===== src/rtl/mult4_mac_pkg.sv =====
// Shared types and constants for the mult4 multiply-accumulate datapath.
package mult4_mac_pkg;

    localparam int PROD_W = 8;

    typedef enum logic {
        ACC  = 1'b0,
        DONE = 1'b1
    } mac_state_e;

    // Bits needed to hold values 0..v-1.
    function automatic int clog2(input int v);
        int r;
        int t;
        r = 0;
        t = v - 1;
        while (t > 0) begin
            r++;
            t = t >> 1;
        end
        return r;
    endfunction

endpackage


===== src/rtl/mult4_mac_if.sv =====
// Product-in / result-out handshake bundle for mult4_mac_accum, plus the synchronous abort.
interface mult4_mac_if #(
    parameter int ACC_W = 10
);
    import mult4_mac_pkg::*;

    logic              clr;
    logic              in_valid;
    logic              in_ready;
    logic [PROD_W-1:0] in_prod;
    logic              out_valid;
    logic              out_ready;
    logic [ACC_W-1:0]  out_sum;
    logic              out_ovf;

    modport master (
        output clr, in_valid, in_prod, out_ready,
        input  in_ready, out_valid, out_sum, out_ovf
    );

    modport slave (
        input  clr, in_valid, in_prod, out_ready,
        output in_ready, out_valid, out_sum, out_ovf
    );

endinterface


===== src/rtl/mult4_mac_add.sv =====
// Accumulate adder with carry-out; MULT4_MAC_SAT_EN selects clamp-to-max instead of wrap.
module mult4_mac_add
    import mult4_mac_pkg::*;
#(
    parameter int ACC_W = 10
) (
    input  logic [ACC_W-1:0]  acc_i,
    input  logic [PROD_W-1:0] prod_i,
    input  logic              ovf_i,
    output logic [ACC_W-1:0]  sum_o,
    output logic              ovf_o
);

    logic [ACC_W:0] wide;

    assign wide  = {1'b0, acc_i} + (ACC_W+1)'(prod_i);
    assign ovf_o = ovf_i | wide[ACC_W];

`ifdef MULT4_MAC_SAT_EN
    // Once the block has overflowed the sum stays pinned at full scale.
    assign sum_o = ovf_o ? {ACC_W{1'b1}} : wide[ACC_W-1:0];
`else
    assign sum_o = wide[ACC_W-1:0];
`endif

endmodule


===== src/rtl/mult4_mac_accum.sv =====
// Streaming accumulator: sums N_TERMS products per block, presents result under valid/ready.
module mult4_mac_accum
    import mult4_mac_pkg::*;
#(
    parameter int N_TERMS = 4,
    parameter int ACC_W   = 10
) (
    input  logic           clk,
    input  logic           rst_n,
    mult4_mac_if.slave     bus
);

    localparam int              CNT_W = (clog2(N_TERMS + 1) < 1) ? 1 : clog2(N_TERMS + 1);
    localparam logic [CNT_W-1:0] LAST = CNT_W'(N_TERMS - 1);

    mac_state_e       state_q, state_d;
    logic [ACC_W-1:0] acc_q, acc_d;
    logic [CNT_W-1:0] cnt_q, cnt_d;
    logic             ovf_q, ovf_d;
    logic [ACC_W-1:0] out_sum_q, out_sum_d;
    logic             out_ovf_q, out_ovf_d;

    logic [ACC_W-1:0] add_sum;
    logic             add_ovf;

    mult4_mac_add #(.ACC_W(ACC_W)) u_add (
        .acc_i  (acc_q),
        .prod_i (bus.in_prod),
        .ovf_i  (ovf_q),
        .sum_o  (add_sum),
        .ovf_o  (add_ovf)
    );

    always_ff @(posedge clk or negedge rst_n) begin
        if (!rst_n) begin
            state_q   <= ACC;
            acc_q     <= '0;
            cnt_q     <= '0;
            ovf_q     <= 1'b0;
            out_sum_q <= '0;
            out_ovf_q <= 1'b0;
        end else begin
            state_q   <= state_d;
            acc_q     <= acc_d;
            cnt_q     <= cnt_d;
            ovf_q     <= ovf_d;
            out_sum_q <= out_sum_d;
            out_ovf_q <= out_ovf_d;
        end
    end

    always_comb begin
        state_d   = state_q;
        acc_d     = acc_q;
        cnt_d     = cnt_q;
        ovf_d     = ovf_q;
        out_sum_d = out_sum_q;
        out_ovf_d = out_ovf_q;

        // clr wins over both handshakes; the product offered this cycle is dropped.
        if (bus.clr) begin
            state_d = ACC;
            acc_d   = '0;
            cnt_d   = '0;
            ovf_d   = 1'b0;
        end else begin
            case (state_q)
                ACC: begin
                    if (bus.in_valid) begin
                        acc_d = add_sum;
                        ovf_d = add_ovf;
                        cnt_d = cnt_q + 1'b1;
                        if (cnt_q == LAST) begin
                            state_d   = DONE;
                            out_sum_d = add_sum;
                            out_ovf_d = add_ovf;
                        end
                    end
                end
                DONE: begin
                    if (bus.out_ready) begin
                        state_d = ACC;
                        acc_d   = '0;
                        cnt_d   = '0;
                        ovf_d   = 1'b0;
                    end
                end
                default: state_d = ACC;
            endcase
        end
    end

    assign bus.in_ready  = (state_q == ACC);
    assign bus.out_valid = (state_q == DONE);
    assign bus.out_sum   = out_sum_q;
    assign bus.out_ovf   = out_ovf_q;

endmodule


===== src/flat_wrapper.sv =====
// flat-port wrapper written by rule: the top's interface ports become plain ports
module mult4_mac_accum_flat import mult4_mac_pkg::*;
#(
    parameter int N_TERMS = 4,
    parameter int ACC_W   = 10
)
  (clk, rst_n, bus_clr, bus_in_valid, bus_in_prod, bus_out_ready, bus_in_ready, bus_out_valid, bus_out_sum, bus_out_ovf);
  mult4_mac_if #(.ACC_W(ACC_W)) bus_i ();
  input  logic clk;
  input  logic rst_n;
  input wire logic [$bits(bus_i.clr)-1:0] bus_clr;
  input wire logic [$bits(bus_i.in_valid)-1:0] bus_in_valid;
  input wire logic [$bits(bus_i.in_prod)-1:0] bus_in_prod;
  input wire logic [$bits(bus_i.out_ready)-1:0] bus_out_ready;
  output wire logic [$bits(bus_i.in_ready)-1:0] bus_in_ready;
  output wire logic [$bits(bus_i.out_valid)-1:0] bus_out_valid;
  output wire logic [$bits(bus_i.out_sum)-1:0] bus_out_sum;
  output wire logic [$bits(bus_i.out_ovf)-1:0] bus_out_ovf;
  assign bus_i.clr = bus_clr;
  assign bus_i.in_valid = bus_in_valid;
  assign bus_i.in_prod = bus_in_prod;
  assign bus_i.out_ready = bus_out_ready;
  assign bus_in_ready = bus_i.in_ready;
  assign bus_out_valid = bus_i.out_valid;
  assign bus_out_sum = bus_i.out_sum;
  assign bus_out_ovf = bus_i.out_ovf;
  mult4_mac_accum #(.N_TERMS(N_TERMS), .ACC_W(ACC_W)) u_core (.clk(clk), .rst_n(rst_n), .bus(bus_i));
endmodule

===== config.mk =====
export PLATFORM = sky130hd
export DESIGN_NAME = mult4_mac_accum_flat
export DESIGN_NICKNAME = d
export VERILOG_FILES = /design/src/rtl/mult4_mac_pkg.sv /design/src/rtl/mult4_mac_if.sv /design/src/rtl/mult4_mac_add.sv /design/src/rtl/mult4_mac_accum.sv /design/src/flat_wrapper.sv
export SDC_FILE = /design/constraint.sdc
export NUM_CORES = 1
export LEC_CHECK = 0
export ABC_AREA = 1
export ABC_CLOCK_PERIOD_IN_PS = 2900
export CORE_AREA = 4 4 97 63
export CTS_CLUSTER_DIAMETER = 40
export DETAILED_ROUTE_END_ITERATION = 16
export DIE_AREA = 0 0 101 67
export PLACE_DENSITY = 0.58
export SKIP_LAST_GASP = 1
export SYNTH_ARGS = -nofsm -noshare
export SYNTH_HDL_FRONTEND = slang
export SYNTH_SLANG_ARGS = --single-unit

===== constraint.sdc =====
create_clock -name clk -period 2.9 [get_ports clk]
set_clock_uncertainty 0.15 [all_clocks]
set_input_delay 0.58 -clock clk [delete_from_list [all_inputs] [get_ports clk]]
set_output_delay 0.58 -clock clk [all_outputs]
set_load 0.1 [all_outputs]

==> results by group <==
Place
  – Area post-placement: 1810 um2
  – Dpl cells: 279
  – DPL Wire Length: 2.57 mm
  – PortBufs: 25
  – Pre-CTS setup slack: 0.364 ns
  – RePlAce Congestion: 0.823

Setup path
  – Crit-path max FO: 3
  – R2R Setup Slk: 1.03 ns
  – Worst Setup EP: u_core.bus.out_ovf$_DFFE_PN0P_
  – CP startpoint: bus_in_prod[0]
  – Worst R2R Start: u_core.acc_q[0]$_DFFE_PN0P_
  – Critical Path Most Common Cell: nand2_1
  – Slowest-stage cell, CP: clkdlybuf4s50_1
  – Critical path arrival: 2.24 ns
  – Crit-path cells: clkdlybuf4s50_1, ha_1, fa_1, nand2_1, nand3_2, nand4_1, nand2_1, nand2_1, nand2_1, nand2_1, nand2_1
  – Data required, critical path: 2.93 ns
  – CP max stage delay: 0.41 ns
  – CP Depth: 11
  – Delay-heaviest family, CP: adder cells
  – Reg2reg end: u_core.bus.out_ovf$_DFFE_PN0P_
  – Worst setup SP type: primary input
  – CP Buf/Inv Count: 1
  – CP Capture Type: flip-flop
  – R2R depth: 10
  – Setup CP Type: primary input to flip-flop

Finish
  – Commonest cells after routing, fill and taps aside: nand2_1 (68), dfrtp_1 (26), inv_1 (19)
  – Diodes inserted: 0
  – Final Non-Filler Cells: 283
  – Design Area, Final: 1880 um2
  – P&R area growth vs syn: 24.0%
  – Layout cells sized above 1: 15.9%
  – Nets: 239
  – Fill cell count: 562
  – Most common cell after layout, fill and taps aside: nand2_1

Yosys
  – Post-synth top area share: 43.0%
  – Largest cells by area after synthesis: dfrtp_1 (43%), nand2_1 (17%), ha_1 (8.3%), nand3_1 (5.3%), inv_1 (4.7%)
  – Syn avg cell area: 8.14 um2
  – Synth Instances: 186
  – Syn nets: 210
  – Syn. warnings: 0
  – Yosys cell types: 26
  – Largest area contributor in the netlist: dfrtp_1
  – Synthesized area: 1510 um2
  – Post-synthesis sequential area ratio: 43.0%
  – FF+latch count, synth: 26

GRT
  – Largest net degree at the start of global routing: 27
  – First-pass GRT wire length: 5.86 mm
  – Initial antenna violation count: 0
  – GRT overflow: 0
  – Total GRT Usage: 11.2%
  – Vias in the first global route: 1150

Floorplan
  – Initial Util: 28.7%
  – Row count: 21
  – Die area: 6770 um2
  – Core Region: 5280 um2
  – # IOs: 26
  – Die width: 101 um
  – Die H: 67 um

Drt
  – Drt first pass iters: 4
  – Routed vias/inst: 4.36
  – DR DRC count: 0
  – Vias: 1235
  – Total Wirelength: 3.39 mm
  – Wire length per cell: 12.0 um
  – Post-route antenna net violation count: 0
  – Drt initial violations: 47

Clock network
  – CTS H-tree depth: 1
  – Clk_lat worst skew: 0.28 ns
  – TritonCTS clock tree: built
  – CTS Sinks: 26
  – Post-CTS Hold Buffers: 0
  – Clock transition at the registers of the reported paths: 0.10 ns
  – Post-CTS setup buffers: 0
  – TritonCTS Buffers: 3
  – Max Root-Sink Buffers: 2
  – Post_cts resized: 0
  – Root buffer cell: clkbuf_8

STA
  – Slew margin rel.: 55.3%
  – Measured slew at the worst slew-check pin: 0.670 ns
  – Final setup fails: 0
  – Fin. max-slew vios: 0
  – Final TNS setup: 0 ns
  – Fmax: 0.453 GHz
  – Worst Setup Slack, final: 0.694 ns
  – Final worst-path cycle share: 76.1%
  – Final hold viol count: 0
  – RSZ-0062 raised after global routing: false
  – Tmin final: 2.21 ns

Job
  – Max Cap Viol: 0

Pwr
  – Design Power: 1.18 mW
  – Peak VDD IR: 0.264 mV
  – Power density cells: 630 nW/um2
  – Leak pwr: 1.03 nW

Hold path
  – Min-delay worst type: flip-flop to flip-flop
  – Hold Path Origin: u_core.bus.out_sum[6]$_DFFE_PN0P_

Status
  – Status: complete, no violations
[cells in the mapped netlist (all sizes together)]
master   n
a21boi   1
a21oi    4
a22o     1
buf      2
dfrtp   26
fa       1
ha      10
inv     23
nand2   72
nand3   17
nand3b   3
nand4    2
nor2     7
o21ai   13
o21bai   1
xor2     3
[metrics by stage]
stage | hold slack, ns | utilization, %
CTS | 0.348 | 35.6
finish | 0.340 | 35.6
global route | 0.362 | 35.6
detailed placement | 0.321 | 34.2
global placement | 0.315 | 34.2
floorplan | 0.134 | -
[worst register-to-register path: stages, from the launching register on]
cell	delay [ns]
dfrtp_1	0.39
ha_1	0.23
fa_1	0.41
nand2_1	0.11
nand3_2	0.08
nand4_1	0.10
nand2_1	0.08
nand2_1	0.08
nand2_1	0.05
nand2_1	0.05
nand2_1	0.04
[worst min-delay path by stage]
stage / cells past startpoint / slack, ns / end
2_1_floorplan: 0 / 0.13 / u_core.acc_q[0]$_DFFE_PN0P_
3_3_place_gp: 2 / 0.32 / u_core.bus.out_sum[5]$_DFFE_PN0P_
3_5_place_dp: 2 / 0.32 / u_core.bus.out_sum[6]$_DFFE_PN0P_
4_1_cts: 2 / 0.35 / u_core.bus.out_sum[6]$_DFFE_PN0P_
5_1_grt: 2 / 0.36 / u_core.bus.out_sum[6]$_DFFE_PN0P_
6_report: 2 / 0.34 / u_core.bus.out_sum[6]$_DFFE_PN0P_
[sequential cells by signal, indices dropped and copies added, names as in the netlist]
name / flops
u_core.acc_q: 10
u_core.bus.out_sum: 10
u_core.cnt_q: 3
u_core.bus.out_ovf: 1
u_core.bus.out_valid: 1
u_core.ovf_q: 1
[power by group]
part	internal, mW	total (mW)	switching (mW)
registers	0.404	0.432	0.0273
clock network	0.185	0.312	0.127
logic	0.116	0.439	0.324
[area by class of cell]
class,instances,area [um2],share of cell area (%)
Clock buffer,3,41.3,2.20
Sequential cell,26,651,34.6
Tap cell,69,86.3,4.60
Multi-Input combinational cell,135,758,40.4
Timing Repair Buffer,26,225,12.0
Clock inverter,1,30.0,1.60
Inverter,23,86.3,4.60
[logic make-up after synthesis]
logic type	count (synthesis)	share of synthesized area, %
AND/OR/NAND/NOR	101	30.6
flip-flops	26	43.0
buffers and inverters	25	6.94
AO/OA/AOI/OAI	20	8.18
adder cells (fa/ha/maj)	11	9.59
XOR/XNOR	3	1.74
[layer usage]
layer	track usage [%]	up-vias	wire, um
met3	3.24	0	194
met1	18.3	555	1970
met4	1.49	0	0
met5	0	-	0
li1	-	651	-
met2	13.9	29	1230
No activity file was read; power rests on OpenSTA's default activity.
